## src/rtl/rx_frame_ctrl.sv

```systemverilog
// rx_frame_ctrl: start/bit/stop sequencing for an LSB-first serial-to-parallel receiver.
// Define RX_PARITY_CHECK_EN to add an even-parity bit between the data and stop bits.
module rx_frame_ctrl #(
  parameter int NUM_BITS     = 8,
  parameter int CLKS_PER_BIT = 10
) (
  input  logic clk,
  input  logic rst,
  input  logic serial_in,
  input  logic data_read,
  output logic shift_enable,
  output logic load_buffer,
  output logic data_ready,
  output logic framing_error,
  output logic overrun_error,
`ifdef RX_PARITY_CHECK_EN
  output logic parity_error,
`endif
  output logic busy
);

  localparam int TW = $clog2(CLKS_PER_BIT);
  localparam int BW = $clog2(NUM_BITS + 1);
  localparam logic [TW-1:0] T_HALF = TW'(CLKS_PER_BIT / 2);
  localparam logic [TW-1:0] T_LAST = TW'(CLKS_PER_BIT - 1);
  localparam logic [BW-1:0] B_LAST = BW'(NUM_BITS - 1);

  typedef enum logic [2:0] {
    IDLE,
    START,
    DATA,
`ifdef RX_PARITY_CHECK_EN
    PARITY,
`endif
    STOP,
    LOAD
  } state_t;

  state_t        state, state_nx;
  logic [TW-1:0] timer, timer_nx;
  logic [BW-1:0] bit_cnt, bit_cnt_nx;
  logic          stop_ok, stop_ok_nx;
  logic          s1, s2, s_prev;
  logic          start_det;
  logic          bit_end;
`ifdef RX_PARITY_CHECK_EN
  logic          par_acc, par_acc_nx;
  logic          parity_nx;
`endif

  // Synchronizers idle high so a reset never fabricates a falling edge on its own.
  always_ff @(posedge clk) begin
    if (rst) begin
      s1     <= 1'b1;
      s2     <= 1'b1;
      s_prev <= 1'b1;
    end else begin
      s1     <= serial_in;
      s2     <= s1;
      s_prev <= s2;
    end
  end

  assign start_det = (state == IDLE) && s_prev && !s2;
  assign bit_end   = (timer == T_LAST);
  assign busy      = (state != IDLE);

  always_comb begin
    state_nx     = state;
    timer_nx     = timer;
    bit_cnt_nx   = bit_cnt;
    stop_ok_nx   = stop_ok;
    shift_enable = 1'b0;
    load_buffer  = 1'b0;
`ifdef RX_PARITY_CHECK_EN
    par_acc_nx   = par_acc;
    parity_nx    = parity_error;
`endif
    case (state)
      IDLE: begin
        if (start_det) begin
          state_nx   = START;
          timer_nx   = '0;
          bit_cnt_nx = '0;
`ifdef RX_PARITY_CHECK_EN
          par_acc_nx = 1'b0;
          parity_nx  = 1'b0;
`endif
        end
      end
      START: begin
        if (timer == T_HALF) begin
          timer_nx = '0;
          state_nx = s2 ? IDLE : DATA;
        end else begin
          timer_nx = timer + 1'b1;
        end
      end
      DATA: begin
        if (bit_end) begin
          shift_enable = 1'b1;
          timer_nx     = '0;
`ifdef RX_PARITY_CHECK_EN
          par_acc_nx   = par_acc ^ s2;
`endif
          if (bit_cnt == B_LAST) begin
            bit_cnt_nx = '0;
`ifdef RX_PARITY_CHECK_EN
            state_nx   = PARITY;
`else
            state_nx   = STOP;
`endif
          end else begin
            bit_cnt_nx = bit_cnt + 1'b1;
          end
        end else begin
          timer_nx = timer + 1'b1;
        end
      end
`ifdef RX_PARITY_CHECK_EN
      PARITY: begin
        if (bit_end) begin
          timer_nx  = '0;
          parity_nx = par_acc ^ s2;
          state_nx  = STOP;
        end else begin
          timer_nx = timer + 1'b1;
        end
      end
`endif
      STOP: begin
        if (bit_end) begin
          timer_nx   = '0;
          stop_ok_nx = s2;
          state_nx   = LOAD;
        end else begin
          timer_nx = timer + 1'b1;
        end
      end
      LOAD: begin
`ifdef RX_PARITY_CHECK_EN
        load_buffer = stop_ok && !parity_error;
`else
        load_buffer = stop_ok;
`endif
        state_nx    = IDLE;
      end
      default: state_nx = IDLE;
    endcase
  end

  always_ff @(posedge clk) begin
    if (rst) begin
      state         <= IDLE;
      timer         <= '0;
      bit_cnt       <= '0;
      stop_ok       <= 1'b0;
      data_ready    <= 1'b0;
      framing_error <= 1'b0;
      overrun_error <= 1'b0;
`ifdef RX_PARITY_CHECK_EN
      par_acc       <= 1'b0;
      parity_error  <= 1'b0;
`endif
    end else begin
      state   <= state_nx;
      timer   <= timer_nx;
      bit_cnt <= bit_cnt_nx;
      stop_ok <= stop_ok_nx;
`ifdef RX_PARITY_CHECK_EN
      par_acc      <= par_acc_nx;
      parity_error <= parity_nx;
`endif
      // A load coinciding with data_read wins and is not an overrun.
      if (load_buffer) begin
        data_ready <= 1'b1;
        if (data_ready && !data_read) overrun_error <= 1'b1;
        else if (data_read)           overrun_error <= 1'b0;
      end else if (data_read) begin
        data_ready    <= 1'b0;
        overrun_error <= 1'b0;
      end
      if (start_det)                      framing_error <= 1'b0;
      else if (state == LOAD && !stop_ok) framing_error <= 1'b1;
    end
  end

endmodule

```

## config.mk

```make
export PLATFORM = sky130hd
export DESIGN_NAME = rx_frame_ctrl
export DESIGN_NICKNAME = d
export VERILOG_FILES = /design/src/rtl/rx_frame_ctrl.sv
export SDC_FILE = /design/constraint.sdc
export NUM_CORES = 1
export LEC_CHECK = 0
export CORE_MARGIN = 2
export CORE_UTILIZATION = 49
export CTS_CLUSTER_DIAMETER = 120
export DETAILED_ROUTE_END_ITERATION = 8
export DONT_BUFFER_PORTS = 1
export HOLD_SLACK_MARGIN = 0.06
export PLACE_DENSITY = 0.69
export RECOVER_POWER = 50
export REMOVE_ABC_BUFFERS = 1
export SLEW_MARGIN = 20
export SYNTH_ARGS = -nofsm -noshare
export SYNTH_HDL_FRONTEND = slang
export SYNTH_SLANG_ARGS = --single-unit
export TNS_END_PERCENT = 100
```

## constraint.sdc

```tcl
create_clock -name clk -period 2.4 [get_ports clk]
set_input_delay 0.12 -clock clk [delete_from_list [all_inputs] [get_ports clk]]
set_output_delay 0.12 -clock clk [all_outputs]
set_load 0.02 [all_outputs]
```

==> results.toml, run 1 <==
[placement]
port_buffers = 0
post-place-ws_ns = 0.758
routabilityCongestion = 0.833
hpwl_mm = 1.04

[sta]
tightest_slew_ns = 0.640
fin_crit_ns = 1.68
drv_slew = 0
rsz0062_at_grt = "no"
hold_viol = 0
max_freq_mhz = 596
relSlewSlack_pct = 57.2
setup_violations = 0
hold_slack_ns = 0.420
setup_tns_ns = 0
period_share_pct = 70.0
setup_ws_ns = 0.721
fin_skew_ns = 0.00639

[cells_and_area]
area_delta_synth_final_pct = 4.21
insertedDiodeCount = 0
nets = 110
drive_gt1_share_pct = 9.80
num-fill-cells = 174

[min_path]
hold_class = "reg -> reg"

[power_and_ir_drop]
finalPower_mw = 0.544
power.ir.vdd_worst_uv = 310
p_leak_nw = 0.345
powerDensity_nw_per_um2 = 585

[global_routing]
grt_pass1_vias = 594
overflow = 0
grt_max_degree = 19
grt_pass1_wl_mm = 2.52
antenna_found_initial = 0
track_usage_pct = 16.9

[routing]
routed_via_density = 5.44
vias = 691
drc = 0
routedWlPerCell_um = 12.2
wl_mm = 1.56
ant_nets = 0
first_pass_iters = 4
drt_iter0_drc = 9

[floorplan]
ios = 10
fp.dieArea_um2 = 2180
rows = 15
initial_utilization_pct = 51.7
dieHeight_um = 46.7
core_area_um2 = 1730
die_x_um = 46.7

[yosys]
synth.area.top_cells = "dfxtp_1 40%, nor2_1 5.0%, ha_1 4.2%"
synth_area_um2 = 892
yosysSeqAreaShare_pct = 40.4
synth.distinct_cells = 33
yosysTopAreaCellShare_pct = 40.4
synth_area_leader_cell = "dfxtp_1"
synth_warnings = 0
yosys_register_bits = 18
syn_inst = 100
avgSynthCellArea_um2 = 8.92

[worst_setup_path]
cp_num_buf_inv = 0
slowest_stage = "dfxtp_1"
critical_path_class = "reg -> out"
critPathCaptureType = "output pin"
critPathLaunchType = "flip-flop"
cp.required_ns = 2.28
path_max_fanout = 10
max_stage_delay_ns = 0.48
path_cells = "or3b_1 > nor2_1"
crit_family = "simple AND/OR/NAND/NOR gates"
critPathArrivalTime_ns = 1.56

[clocking]
cts_resized = 0
cts_sinks = 18
clk_latency_ns = 0.30
cts_made_buffers = 3
root_buffer = "clkbuf_4"
cts_tree = "yes"
cts_max_level = 1
postCtsSetupBuffers = 0
clkTransAtPathRegs_ns = 0.10
cts_buffer_depth = 2

[run_status]
status = "completed"

[flow_run]
max_cap_violations = 0
layer usage:
metal	vias to the layer above	GRT usage, %	wire length [um]	share of wire [%]
met5	-	0	0	0
met4	0	8.89	40	2.6
met3	7	9.80	100	6.4
met2	14	22.8	645	41
met1	313	21.1	768	49
li1	357	-	-	-
timing repair:
item,in CTS,in global routing
endpoints found under the setup margin,0,0
hold buffers,3,0
endpoints found under the hold margin,18,0
final timing paths:
check                      end  cells after the start      from  slack [ns]
setup / recovery  shift_enable                      2  state[1]        0.72
hold / removal              s2                      1        s1        0.42
setup reg to reg      state[0]                      5  timer[0]        0.74
hold reg to reg             s2                      1        s1        0.42
placed cells by master, fill, tap and decap left out, types with 5 or more instances in the layout:
cell / Yosys / final
dfxtp_1: 18 / 18
a21oi_1: 7 / 7
inv_1: 6 / 6
nor2_1: 12 / 12
nand3_1: 5 / 5
nand3b_1: 5 / 5
nand2_1: 9 / 9
final cells by class:
class	instances	area, um2	share of cell area, %
Multi-Input combinational cell	71	449	48.3
Timing Repair Buffer	3	30.0	3.23
Clock buffer	4	36.3	3.90
Inverter	6	22.5	2.42
Tap cell	25	31.3	3.36
Sequential cell	18	360	38.8
flip-flops by register name, indices dropped and copies added, names as in the netlist:
signal         flops
bit_cnt            4
timer              4
state              3
data_ready         1
framing_error      1
overrun_error      1
s1                 1
s2                 1
s_prev             1
stop_ok            1
cell families (layout without fill, tap and decap cells):
| group | Yosys count | count (layout) | share of synthesized area, % |
|---|---|---|---|
| fa+ha+maj | 3 | 3 | 4.21 |
| flops | 18 | 18 | 40.4 |
| mux | 2 | 2 | 2.24 |
| simple gates | 46 | 46 | 28.3 |
| buf+inv | 11 | 13 | 9.26 |
| compound gates | 20 | 20 | 15.6 |
synth_stat cells, drive strengths merged:
| master | instances |
|---|---|
| dfxtp | 18 |
| nor2 | 12 |
| nand2 | 9 |
| a21oi | 7 |
| inv | 6 |
| nand3 | 5 |
| nand3b | 5 |
| a31oi | 4 |
| buf | 3 |
| ha | 3 |
| or2 | 3 |
| mux2i | 2 |
| nand4b | 2 |
| nor2b | 2 |
| nor3 | 2 |
| o31ai | 2 |
| a22oi | 1 |
| a32o | 1 |
| and3 | 1 |
| and3b | 1 |
| clkbuf | 1 |
| dlymetal6s2s | 1 |
| nand4bb | 1 |
| o211ai | 1 |
| o21a | 1 |
| o21ai | 1 |
| o221a | 1 |
| o221ai | 1 |
| or2b | 1 |
| or3b | 1 |
| or4 | 1 |
power breakdown:
group	total, mW	internal [mW]	switching [mW]
sequential	0.311	0.304	0.00696
clock	0.189	0.0926	0.0961
combinational	0.0438	0.0173	0.0265
total	0.544	0.414	0.130
through the flow:
stage / instances / instance area [um2] / utilization (%)
6_report: 127 / 930 / 53.8
3_3_place_gp: 120 / 863 / 50.0
3_5_place_dp: 120 / 863 / 50.0
4_1_cts: 127 / 930 / 53.8
5_1_grt: 127 / 930 / 53.8
2_1_floorplan: 95 / 832 / -
worst register-to-register path: cells and delay by family (launching register included):
| kind | cells | cell delay [ns] |
|---|---|---|
| simple gates | 2 | 0.50 |
| compound gates | 2 | 0.50 |
| flops | 1 | 0.40 |
| fa+ha+maj | 1 | 0.20 |
No activity file was read; power rests on OpenSTA's default activity.
==> run 2, diff against run 1 <==
clock period = 1.6 ns   (was 2.4 ns; I/O delays follow)
==> run 2 against run 1 <==
First-iteration DRC count rose by 11%. Non-clock buffer count grew 2. Total power is 41% higher. Critical endpoint is now state[0]. Die area is the same. Combinational power grew 76%.
==> results.toml, run 2 (synthesis results as in run 1) <==
[power_and_ir_drop]
powerDensity_nw_per_um2 = 804
power.ir.vdd_worst_uv = 590
p_leak_nw = 0.351

[worst_setup_path]
max_stage_delay_ns = 0.42
critical_path_class = "reg -> reg"
path_cells = "inv_1 > ha_1 > nand3b_1 > a32o_1 > or4_1 > a21oi_2"
cp.required_ns = 1.82
slowest_stage = "or4_1"
crit_path_start = "timer[1]"
r2r-start = "timer[1]"
critPathCaptureType = "flip-flop"
critPathLaunchType = "flip-flop"
path_max_fanout = 4
critPathArrivalTime_ns = 1.74

[cells_and_area]
fin_area_um2 = 950
nets = 112
insertedDiodeCount = 0
drive_gt1_share_pct = 16.5
final_common_cell = "dfxtp_1"
layout.cells.most_common_list = "15 x dfxtp_1, 11 x nor2_1, 9 x nand2_1"
num-fill-cells = 168
biggestRegsByFlops = "bit_cnt (4), timer (4), state (3)"
area_delta_synth_final_pct = 6.45
stdcell_count = 128

[clocking]
clk_latency_ns = 0.29
cts_tree = "yes"
cts_made_buffers = 3
root_buffer = "clkbuf_4"
clkTransAtPathRegs_ns = 0.09
postCtsSetupBuffers = 0
cts_max_level = 1
cts_sinks = 18
cts_buffer_depth = 2

[placement]
hpwl_mm = 1.09
placed_cell_area_um2 = 878
routabilityCongestion = 0.804
port_buffers = 0
dp.cells = 122

[routing]
drc = 0
routedWlPerCell_um = 12.1
drt_iter0_drc = 10
ant_nets = 0
vias = 713
routed_via_density = 5.57
first_pass_iters = 4
wl_mm = 1.55

[sta]
period_share_pct = 94.9
tightest_slew_ns = 0.644
fin_crit_ns = 1.52
fin_skew_ns = 0.00175
relSlewSlack_pct = 56.9
setup_violations = 0
hold_viol = 0
hold_slack_ns = 0.420
max_freq_mhz = 658
drv_slew = 0

[global_routing]
antenna_found_initial = 0
grt_pass1_vias = 602
track_usage_pct = 16.7
overflow = 0
grt_max_degree = 19
grt_pass1_wl_mm = 2.59

[min_path]
hold_class = "reg -> reg"
min_from = "s1"

[floorplan]
initial_utilization_pct = 51.7
die_x_um = 46.7
rows = 15
core_area_um2 = 1730
dieHeight_um = 46.7
fp.dieArea_um2 = 2180
ios = 10

[run_status]
status = "completed"

[flow_run]
max_cap_violations = 0
run 2: cell types whose count changed in the layout (fill, tap and decap cells not counted), sizes merged:
| cell | before | now |
|---|---|---|
| buf | 0 | 2 |
| clkbuf | 4 | 3 |
run 2: final timing paths:
path | slack (ns) | end | cells past startpoint
worst max-delay path | 0.08 | state[0] | 6
worst min-delay path | 0.42 | s2 | 1
worst max register to register | 0.08 | state[0] | 6
worst min register to register | 0.42 | s2 | 1
run 2: critical path: cells and delay by family, from the launching register on:
kind / cells / cell delay, ns
AO/OA/AOI/OAI: 2 / 0.36
AND/OR/NAND/NOR: 2 / 0.54
buffers and inverters: 1 / 0.05
adder cells (fa/ha/maj): 1 / 0.16
flip-flops: 1 / 0.35
run 2: timing repair:
item                                    in CTS  in global routing
pin swaps                                    0                  0
endpoints found under the setup margin       1                  5
gates resized for setup                      1                  6
hold buffers                                 3                  0
endpoints found under the hold margin       18                  0
run 2: metal layers:
metal  part of all wire (%)  GRT usage (%)
met1                     49           23.0
met2                     45           23.3
met3                    4.2           3.92
met4                    1.9           10.0
met5                      0              0
run 2: power by group:
group          internal (mW)  leakage [nW]  switching [mW]
clock                 0.0875        0.0138           0.133
sequential             0.456         0.148         0.00998
combinational         0.0326         0.190          0.0444
total                  0.576         0.351           0.187
run 2: final cells by class:
cell class / instances / area [um2] / area share (%)
inverter: 6 / 22.5 / 2.37
sequential: 18 / 367 / 38.6
clock buffer: 3 / 22.5 / 2.37
multi-input combinational: 71 / 462 / 48.6
tap: 25 / 31.3 / 3.29
timing repair buffer: 5 / 45.0 / 4.74
run 2: stage by stage:
step / TNS, ns / worst slack, ns / util [%] / power (mW)
final: 0 / 0.0812 / 55.0 / 0.764
after global routing: -0.0104 / -0.0104 / 55.0 / 0.801
after CTS: 0 / 0.0353 / 54.1 / 0.772
after detailed placement: 0 / 0.0563 / 50.9 / 0.538
after global placement: 0 / 0.107 / 50.9 / 0.537
after floorplan: 0 / 0.0780 / - / 0.519
